<file path="config.mk">
export PLATFORM = sky130hd
export DESIGN_NAME = branch_resolve
export DESIGN_NICKNAME = d
export VERILOG_FILES = /design/src/rtl/branch_resolve_pkg.sv /design/src/rtl/branch_resolve_decode.sv /design/src/rtl/branch_resolve.sv
export SDC_FILE = /design/constraint.sdc
export NUM_CORES = 1
export LEC_CHECK = 0
export ABC_AREA = 1
export BUFFER_PORTS_ARGS = -buffer_cell sky130_fd_sc_hd__buf_2
export CAP_MARGIN = 0
export CORE_UTILIZATION = 40
export DETAILED_ROUTE_END_ITERATION = 12
export HOLD_SLACK_MARGIN = 0.12
export PLACE_DENSITY = 0.7
export SYNTH_ARGS = -nofsm -noshare
export SYNTH_HDL_FRONTEND = slang
export SYNTH_SLANG_ARGS = --single-unit
</file>
<file path="constraint.sdc">
create_clock -name clk -period 2.9 [get_ports clk]
set_clock_uncertainty 0.05 [all_clocks]
set_input_delay 0.435 -clock clk [delete_from_list [all_inputs] [get_ports clk]]
set_output_delay 0.435 -clock clk [all_outputs]
set_load 0.005 [all_outputs]
</file>
<file path="src/rtl/branch_resolve_pkg.sv">
// Shared encodings for the branch-compare interface: comparator flags,
// branch type codes and resolve FSM states.
package branch_resolve_pkg;

  localparam logic [1:0] BRANCH_DEFAULT = 2'b00;
  localparam logic [1:0] BRANCH_EQUAL   = 2'b01;
  localparam logic [1:0] BRANCH_LT      = 2'b10;
  localparam logic [1:0] BRANCH_GT      = 2'b11;

  localparam logic [2:0] BR_BEQ  = 3'd0;
  localparam logic [2:0] BR_BNE  = 3'd1;
  localparam logic [2:0] BR_BLTZ = 3'd2;
  localparam logic [2:0] BR_BGTZ = 3'd3;
  localparam logic [2:0] BR_BLEZ = 3'd4;
  localparam logic [2:0] BR_BGEZ = 3'd5;
  localparam logic [2:0] BR_J    = 3'd6;

  typedef enum logic [1:0] {
    IDLE     = 2'd0,
    REDIRECT = 2'd1,
    FLUSH    = 2'd2
  } state_t;

endpackage

</file>
<file path="src/rtl/branch_resolve_decode.sv">
// Combinational taken/not-taken decision from branch type and comparator flag.
// err flags a conditional branch with no comparator result, or an unknown type.
module br_taken_decode
  import branch_resolve_pkg::*;
(
  input  logic [2:0] br_type,
  input  logic [1:0] cmp_flag,
  output logic       taken,
  output logic       err
);

  logic cond_type;

  always_comb begin
    taken     = 1'b0;
    cond_type = 1'b1;
    case (br_type)
      BR_BEQ:  taken = (cmp_flag == BRANCH_EQUAL);
      BR_BNE:  taken = (cmp_flag == BRANCH_LT) || (cmp_flag == BRANCH_GT);
      BR_BLTZ: taken = (cmp_flag == BRANCH_LT);
      BR_BGTZ: taken = (cmp_flag == BRANCH_GT);
      BR_BLEZ: taken = (cmp_flag == BRANCH_EQUAL) || (cmp_flag == BRANCH_LT);
      BR_BGEZ: taken = (cmp_flag == BRANCH_EQUAL) || (cmp_flag == BRANCH_GT);
      BR_J: begin
        taken     = 1'b1;
        cond_type = 1'b0;
      end
      default: taken = 1'b0;
    endcase
  end

  // An undefined type code is reported the same way as a missing compare result.
  assign err = (br_type > BR_J) || (cond_type && (cmp_flag == BRANCH_DEFAULT));

endmodule

</file>
<file path="src/rtl/branch_resolve.sv">
// Resolves branches against the fetch prediction, issues a redirect on
// mispredict over a valid/ready handshake, then flushes wrong-path slots.
//
// state    | meaning
// IDLE     | resolving branches, no redirect outstanding
// REDIRECT | redirect_pc offered to fetch, ID/EX held, IF/ID squashed
// FLUSH    | redirect accepted, squashing remaining wrong-path slots
module branch_resolve
  import branch_resolve_pkg::*;
#(
  parameter int ADDR_W       = 32,
  parameter int FLUSH_CYCLES = 2,
  parameter int CNT_W        = 16
) (
  input  logic              clk,
  input  logic              rst,
  input  logic              br_valid,
  input  logic [2:0]        br_type,
  input  logic [1:0]        cmp_flag,
  input  logic              pred_taken,
  input  logic [ADDR_W-1:0] br_target,
  input  logic [ADDR_W-1:0] fall_pc,
  output logic              redirect_valid,
  output logic [ADDR_W-1:0] redirect_pc,
  input  logic              redirect_ready,
  output logic              stall_o,
  output logic              flush_o,
  output logic              cmp_err,
  output logic [CNT_W-1:0]  taken_cnt,
  output logic [CNT_W-1:0]  mispred_cnt
);

  localparam logic [3:0] FLUSH_INIT = (FLUSH_CYCLES == 0) ? 4'd0 : 4'(FLUSH_CYCLES - 1);

  state_t     state, state_nxt;
  logic [3:0] flush_cnt;
  logic       taken, dec_err;
  logic       resolve, mispredict, handshake;

  br_taken_decode u_decode (
    .br_type  (br_type),
    .cmp_flag (cmp_flag),
    .taken    (taken),
    .err      (dec_err)
  );

  // Branches are only acted on in IDLE; anything arriving later is wrong-path.
  assign resolve    = br_valid && (state == IDLE);
  assign mispredict = resolve && (taken != pred_taken);
  assign handshake  = (state == REDIRECT) && redirect_ready;

  always_ff @(posedge clk or posedge rst) begin
    if (rst) begin
      state <= IDLE;
    end else begin
      state <= state_nxt;
    end
  end

  always_comb begin
    state_nxt = state;
    case (state)
      IDLE:     if (mispredict) state_nxt = REDIRECT;
      REDIRECT: if (handshake) state_nxt = (FLUSH_CYCLES == 0) ? IDLE : FLUSH;
      FLUSH:    if (flush_cnt == 4'd0) state_nxt = IDLE;
      default:  state_nxt = IDLE;
    endcase
  end

  always_comb begin
    redirect_valid = 1'b0;
    stall_o        = 1'b0;
    flush_o        = 1'b0;
    case (state)
      REDIRECT: begin
        redirect_valid = 1'b1;
        stall_o        = 1'b1;
        flush_o        = 1'b1;
      end
      FLUSH:   flush_o = 1'b1;
      default: ;
    endcase
  end

  always_ff @(posedge clk or posedge rst) begin
    if (rst) begin
      flush_cnt <= 4'd0;
    end else if (handshake) begin
      flush_cnt <= FLUSH_INIT;
    end else if (state == FLUSH && flush_cnt != 4'd0) begin
      flush_cnt <= flush_cnt - 4'd1;
    end
  end

  // Target is captured only on entry to REDIRECT so it stays stable until accepted.
  always_ff @(posedge clk or posedge rst) begin
    if (rst) begin
      redirect_pc <= '0;
    end else if (mispredict) begin
      redirect_pc <= taken ? br_target : fall_pc;
    end
  end

  always_ff @(posedge clk or posedge rst) begin
    if (rst) begin
      cmp_err     <= 1'b0;
      taken_cnt   <= '0;
      mispred_cnt <= '0;
    end else begin
      cmp_err <= resolve && dec_err;
      if (resolve && taken && taken_cnt != '1) begin
        taken_cnt <= taken_cnt + 1'b1;
      end
      if (mispredict && mispred_cnt != '1) begin
        mispred_cnt <= mispred_cnt + 1'b1;
      end
    end
  end

endmodule
</file>
==> results of run 1 <==
[state kept, by name, summed over array words and instances (netlist names)]
signal       cells
cmp_err          1
flush_cnt        4
mispred_cnt     16
redirect_pc     32
state            2
taken_cnt       16
[cells in the final DEF (no fill, tap or decap), types with 7 or more instances in the layout]
master,netlist,final
buf_2,6,141
clkbuf_8,0,12
dfrtp_1,71,71
ha_1,7,7
inv_1,67,66
nand2_1,154,153
nand3_1,27,26
nand4_1,20,20
nor2_1,20,20
nor3_1,16,16
o21ai_0,52,52
o21ai_1,17,17
xnor2_1,7,7
xor2_1,20,20
[critical path: cells and delay by family (launching register included)]
| kind | cells | cell delay (ns) |
|---|---|---|
| fa+ha+maj | 1 | 0.21 |
| flops | 1 | 0.42 |
| simple gates | 8 | 1.53 |
[power breakdown]
part	switching (W)	internal [W]	total (W)
registers	0.000203	0.00130	0.00150
logic	0.000689	0.000531	0.00122
clock network	0.000355	0.000466	0.000821
[cell families (layout without fill, tap and decap cells)]
logic type,after synthesis,in the layout
AO/OA/AOI/OAI,77,77
XOR/XNOR,27,27
adder cells (fa/ha/maj),7,7
buffers and inverters,90,230
flip-flops,71,71
AND/OR/NAND/NOR,245,245
[synthesized netlist by cell type (all sizes together)]
library cell / count / area share
nor3b: 1 / 0.0019
nor3: 16 / 0.020
xnor2: 7 / 0.015
nand3b: 2 / 0.0038
nand3: 29 / 0.041
nor4: 1 / 0.0016
o32a: 1 / 0.0025
dfrtp: 71 / 0.45
o21ai: 69 / 0.087
xor2: 20 / 0.044
and2: 1 / 0.0016
inv: 68 / 0.064
o211ai: 1 / 0.0019
a211oi: 1 / 0.0019
nand2: 154 / 0.15
buf: 16 / 0.030
nor2: 21 / 0.020
ha: 7 / 0.022
nand4: 20 / 0.032
clkbuf: 6 / 0.0057
a21oi: 5 / 0.010
[worst paths after layout]
| check | slack (ns) | cells past startpoint | from | to |
|---|---|---|---|---|
| setup / recovery | 0.62 | 9 | mispred_cnt[0] | mispred_cnt[15] |
| hold / removal | 0.17 | 2 | rst | redirect_pc[0] |
| setup reg to reg | 0.62 | 9 | mispred_cnt[0] | mispred_cnt[15] |
| hold reg to reg | 0.43 | 2 | redirect_pc[31] | redirect_pc[31] |
| max in group asynchronous | 1.99 | 3 | rst | mispred_cnt[14] |
| min in group clk | 0.33 | 4 | redirect_ready | flush_cnt[2] |
[layout make-up]
class	instances	area, µm²	area share
multi-input combinational	356	1800	0.362
sequential	71	1780	0.357
timing repair buffer	146	768	0.154
inverter	68	255	0.0513
clock buffer	13	169	0.0339
tap	133	166	0.0334
clock inverter	3	40.0	0.00804
[stage by stage]
stage          utilization  total power (W)  hold WS (ns)
2_1_floorplan            -          0.00224         0.417
3_3_place_gp         0.493          0.00271         0.410
3_5_place_dp         0.493          0.00275         0.421
4_1_cts              0.514          0.00359         0.177
5_1_grt              0.514          0.00386         0.208
6_report             0.514          0.00354         0.167
[layer usage]
metal	vias up	global-route usage	part of all wire
met5	-	0	0
met4	0	0.0435	0.0078
met3	9	0.0497	0.050
met2	115	0.306	0.48
met1	1722	0.254	0.46
li1	1924	-	-
==> qor.yml, run 1 <==
cts_inserted_buffers: 9
combinational_family_with_the_most_area_after_synthesis: "simple AND/OR/NAND/NOR gates"
tns_ns: 0
endpoint_kind: "flip-flop"
required_ns: 3.13
yosys-mux-area-fraction: 0
hpwlAfterDp_mm: 6.96
finish.instance_area_um2: 4980
number_of_max_cap_violations: 0
startpoint_type: "flip-flop"
tritoncts: "done"
powerDensity_nw_per_um2: 711
dpl_worst_slack_ns: 0.604
flow.area_growth_from_synthesis_pct: 25.4
static-leakage-power_nw: 2.73
largest_net_degree_at_the_start_of_global_routing: 65
fraction_of_layout_instances_using_a_drive_strength_above_1: 0.259
grt_usage: 0.189
mappedNetlistArea_um2: 3970
floorplan.io_pins: 142
die_height_um: 102
clock_tree.buffer_depth: 2
grt_overflow_total: 0
hold_viol_final: 0
portBuffers: 141
worstSetupPathType: "reg2reg"
avgViaCountPerCell: 4.77
drv_slew: 0
clock_latency_ns: 0.34
postCtsHoldBufs: 0
drtAntennaViolNets: 0
ys_types: 30
core_region_area_um2: 9680
postSynthRegisterBits: 71
timing.critical_path.mode_cell: "nand2_1"
synth_xor_xnor_area_share: 0.0595
instances_no_fill: 790
core.rowCount: 36
design.die.area_um2: 10300
crit_path_max_fanout: 16
placedCellCount: 774
cts_max_level: 3
post_dp_cell_area_um2: 4770
finalSetupViolCount: 0
drt_iter0_drc: 146
synthesis.yosys.warnings: 0
antenna_cells_inserted: 0
timing.critical_path.slowest_stage_cell: "dfrtp_1"
remaining_drc_errors: 0
effective_utilization_at_floorplan: 0.410
fill_cells: 951
synthAdderAreaFrac: 0.0221
clock_tree.root_cell: "clkbuf_8"
place.gp.congestion: 0.837
synth-simple-area-share: 0.267
worst_slew_pin_slew_ns: 0.710
die_x_um: 102
postRouteWirelength_mm: 9.48
syn_area_per_cell_um2: 7.68
hold_path.class: "in2async"
ys_seq_area_frac: 0.447
grt_first_pass_wirelength_mm: 15.4
setup_repair_after_global_routing_missed_its_margin: "false"
max_slew_margin: 0.526
cts-resized-gates: 0
worstPathCellList: "ha_1 -> nand3_1 -> nor2_1 -> nand2_1 -> nor2_1 -> nand2_1 -> nand3_4 -> nand2_1 -> nand2_1"
ir_worst_vdd_mv: 0.408
layout.nets: 733
antenna_violations_before_repair: 0
worst_ep_arrival_time_ns: 2.51
vias: 3770
cts_setup_buffers: 0
synthCells: 517
synth-compound-area-share: 0.103
post-route-min-period_ns: 2.28
fmax_mhz: 438
slowest_stage_delay_on_critical_path_ns: 0.42
least_setup_slack_across_all_paths_after_layout_ns: 0.618
first_global_vias: 3297
run_status: "completed"
detail_route.first_pass.iterations: 5
routedWlPerCell_um: 12.0
clock_sink_count: 71
timing.final.crit_share: 0.787
synth_fp_nets: 598
clk_pin_slew_worst_paths_ns: 0.08
(Power assumes the default switching activity.)
==> run 2: changes to the inputs <==
Clock period 2.9 ns to 2.3 ns, I/O delays scaled along.
==> run 2 against run 1 <==
  * Combinational power increased by 29%
  * Via count increased by 0.58%
  * Sequential cell count unchanged
  * First-iteration DRC count decreased by 4.8%
  * Critical path depth increased by 1
  * Highest routed layer unchanged
==> qor.yml, run 2 (same netlist as run 1, synthesis figures left out) <==
run_status: "completed"
die_height_um: 102  # unchanged
tritoncts: "done"
instances_no_fill: 797  # +0.89%
postRouteWirelength_mm: 9.79  # +3.2%
setup_repair_after_global_routing_missed_its_margin: "false"
fmax_mhz: 484  # +11%
placedCellCount: 780  # +0.78%
reg2reg_to: "taken_cnt[8]"
ir_worst_vdd_mv: 0.389  # -4.6%
grt_first_pass_wirelength_mm: 15.6  # +1.1%
largest_net_degree_at_the_start_of_global_routing: 65  # unchanged
vias: 3792  # +0.58%
critical-path-top-delay-family: "simple AND/OR/NAND/NOR gates"
largest_register_ff_count: 32  # unchanged
clock_tree.root_cell: "clkbuf_8"
antenna_cells_inserted: 0  # unchanged
cts_max_level: 3  # unchanged
drtAntennaViolNets: 0  # unchanged
least_setup_slack_across_all_paths_after_layout_ns: 0.236  # -0.382 ns
endpoint_kind: "flip-flop"
flow.area_growth_from_synthesis_pct: 27.0
hold_viol_final: 0  # unchanged
drt_iter0_drc: 139  # -4.8%
post-route-util: 0.521  # +0.00646
clk_pin_slew_worst_paths_ns: 0.08  # about the same
remaining_drc_errors: 0  # unchanged
drv_slew: 0  # unchanged
cts_inserted_buffers: 9  # unchanged
crit_path_max_fanout: 16  # unchanged
layout.nets: 740  # +0.95%
layout_commonest_cell: "nand2_1"
tns_ns: 0  # unchanged
worstPathCellList: "ha_1 -> inv_1 -> nor2_1 -> nand2_1 -> nor3_1 -> nor2_2 -> nand2_1 -> buf_4 -> nor2_1 -> xor2_1"
startpoint_type: "flip-flop"
clock_sink_count: 71  # unchanged
clock_latency_ns: 0.33  # about the same
timing.critical_path.to: "taken_cnt[8]"
required_ns: 2.45  # -0.68 ns
worst_slew_pin_slew_ns: 0.700  # -0.0102 ns
effective_utilization_at_floorplan: 0.410  # unchanged
largest_register: "redirect_pc"
number_of_max_cap_violations: 0  # unchanged
r2r_setup_slack_ns: 0.24  # -0.38 ns
detail_route.first_pass.iterations: 4  # -1
avgViaCountPerCell: 4.76  # -0.30%
core.rowCount: 36  # unchanged
worstSetupPathType: "reg2reg"
floorplan.io_pins: 142  # unchanged
first_global_vias: 3382  # +2.6%
portBuffers: 141  # unchanged
commonest_cells_after_routing_fill_and_taps_aside: "nand2_1 (152), buf_2 (141), dfrtp_1 (71)"
die_x_um: 102  # unchanged
cp_bufs_invs: 2  # +2
max_slew_margin: 0.532  # +0.00678
critical_path_depth: 10  # +1
critPathLaunch: "taken_cnt[0]"
grt_overflow_total: 0  # unchanged
timing.critical_path.slowest_stage_cell: "dfrtp_1"
hold_path.class: "in2reg"
timing.reg2reg.worst_path_depth: 10  # +1
hpwlAfterDp_mm: 7.29  # +4.8%
clock_tree.buffer_depth: 2  # unchanged
grt_usage: 0.191  # +0.00204
dpl_worst_slack_ns: 0.115  # -0.489 ns
timing.final.crit_share: 0.897  # +0.111
antenna_violations_before_repair: 0  # unchanged
finalSetupViolCount: 0  # unchanged
top_regs: "redirect_pc (32), mispred_cnt (16), taken_cnt (16)"
place.gp.congestion: 0.862  # +3.0%
post-route-min-period_ns: 2.06  # -0.218 ns
static-leakage-power_nw: 2.76  # +1.2%
fraction_of_layout_instances_using_a_drive_strength_above_1: 0.268  # +0.00932
powerDensity_nw_per_um2: 884  # +24%
worstReg2RegStart: "taken_cnt[0]"
routedWlPerCell_um: 12.3  # +2.3%
design.die.area_um2: 10300  # unchanged
slowest_stage_delay_on_critical_path_ns: 0.42  # about the same
core_region_area_um2: 9680  # unchanged
worst_ep_arrival_time_ns: 2.22  # -0.29 ns
## run 2: worst register-to-register path: cells and delay by family, from the launching register on
kind / cells / cell delay (ns)
xor gates and xnor gates: 1 / 0.15
buffers and inverters: 2 / 0.27
and+or+nand+nor: 6 / 0.87
adders and majority gates: 1 / 0.20
DFF: 1 / 0.42
## run 2: worst min-delay path by stage
stage | slack (ns) | to | from | depth (start not counted)
after global routing | 0.25 | flush_cnt[2] | redirect_ready | 4
after global placement | 0.42 | redirect_pc[24] | redirect_pc[24] | 2
after floorplan | 0.42 | state[1] | state[1] | 2
after CTS | 0.22 | flush_cnt[2] | redirect_ready | 4
final | 0.24 | flush_cnt[2] | redirect_ready | 4
after detailed placement | 0.42 | redirect_pc[21] | redirect_pc[21] | 2
## run 2: layer usage
layer | wire, µm | global-route usage | vias up
li1 | - | - | 1940
met1 | 4440 | 0.258 | 1744
met2 | 4800 | 0.310 | 104
met3 | 493 | 0.0518 | 4
met4 | 51 | 0.0368 | 0
met5 | 0 | 0 | -
## run 2: area by class of cell
type	count	area, µm²
sequential	71	1780
timing repair buffer	153	836
inverter	68	255
tap	133	166
multi-input combinational	356	1810
clock buffer	11	141
fill	980	4640
clock inverter	5	57.6
## run 2: repair_timing
item,in CTS,in global routing
resized for setup,0,2
setup endpoints to repair,0,17
setup buffers,0,0
hold buffers,1,0
endpoints found under the hold margin,32,0
## run 2: metrics by stage
stage / total power [W] / cell area (µm²) / hold slack [ns]
CTS: 0.00452 / 5040 / 0.218
detailed placement: 0.00349 / 4830 / 0.422
global placement: 0.00343 / 4830 / 0.415
finish: 0.00446 / 5040 / 0.241
floorplan: 0.00283 / 3970 / 0.417
global route: 0.00482 / 5040 / 0.251
## run 2: where the power goes
part,leakage (nW),switching [W],internal [W]
Clock,0.103,0.000459,0.000531
Combinational,1.74,0.000888,0.000685
Sequential,0.916,0.000257,0.00163
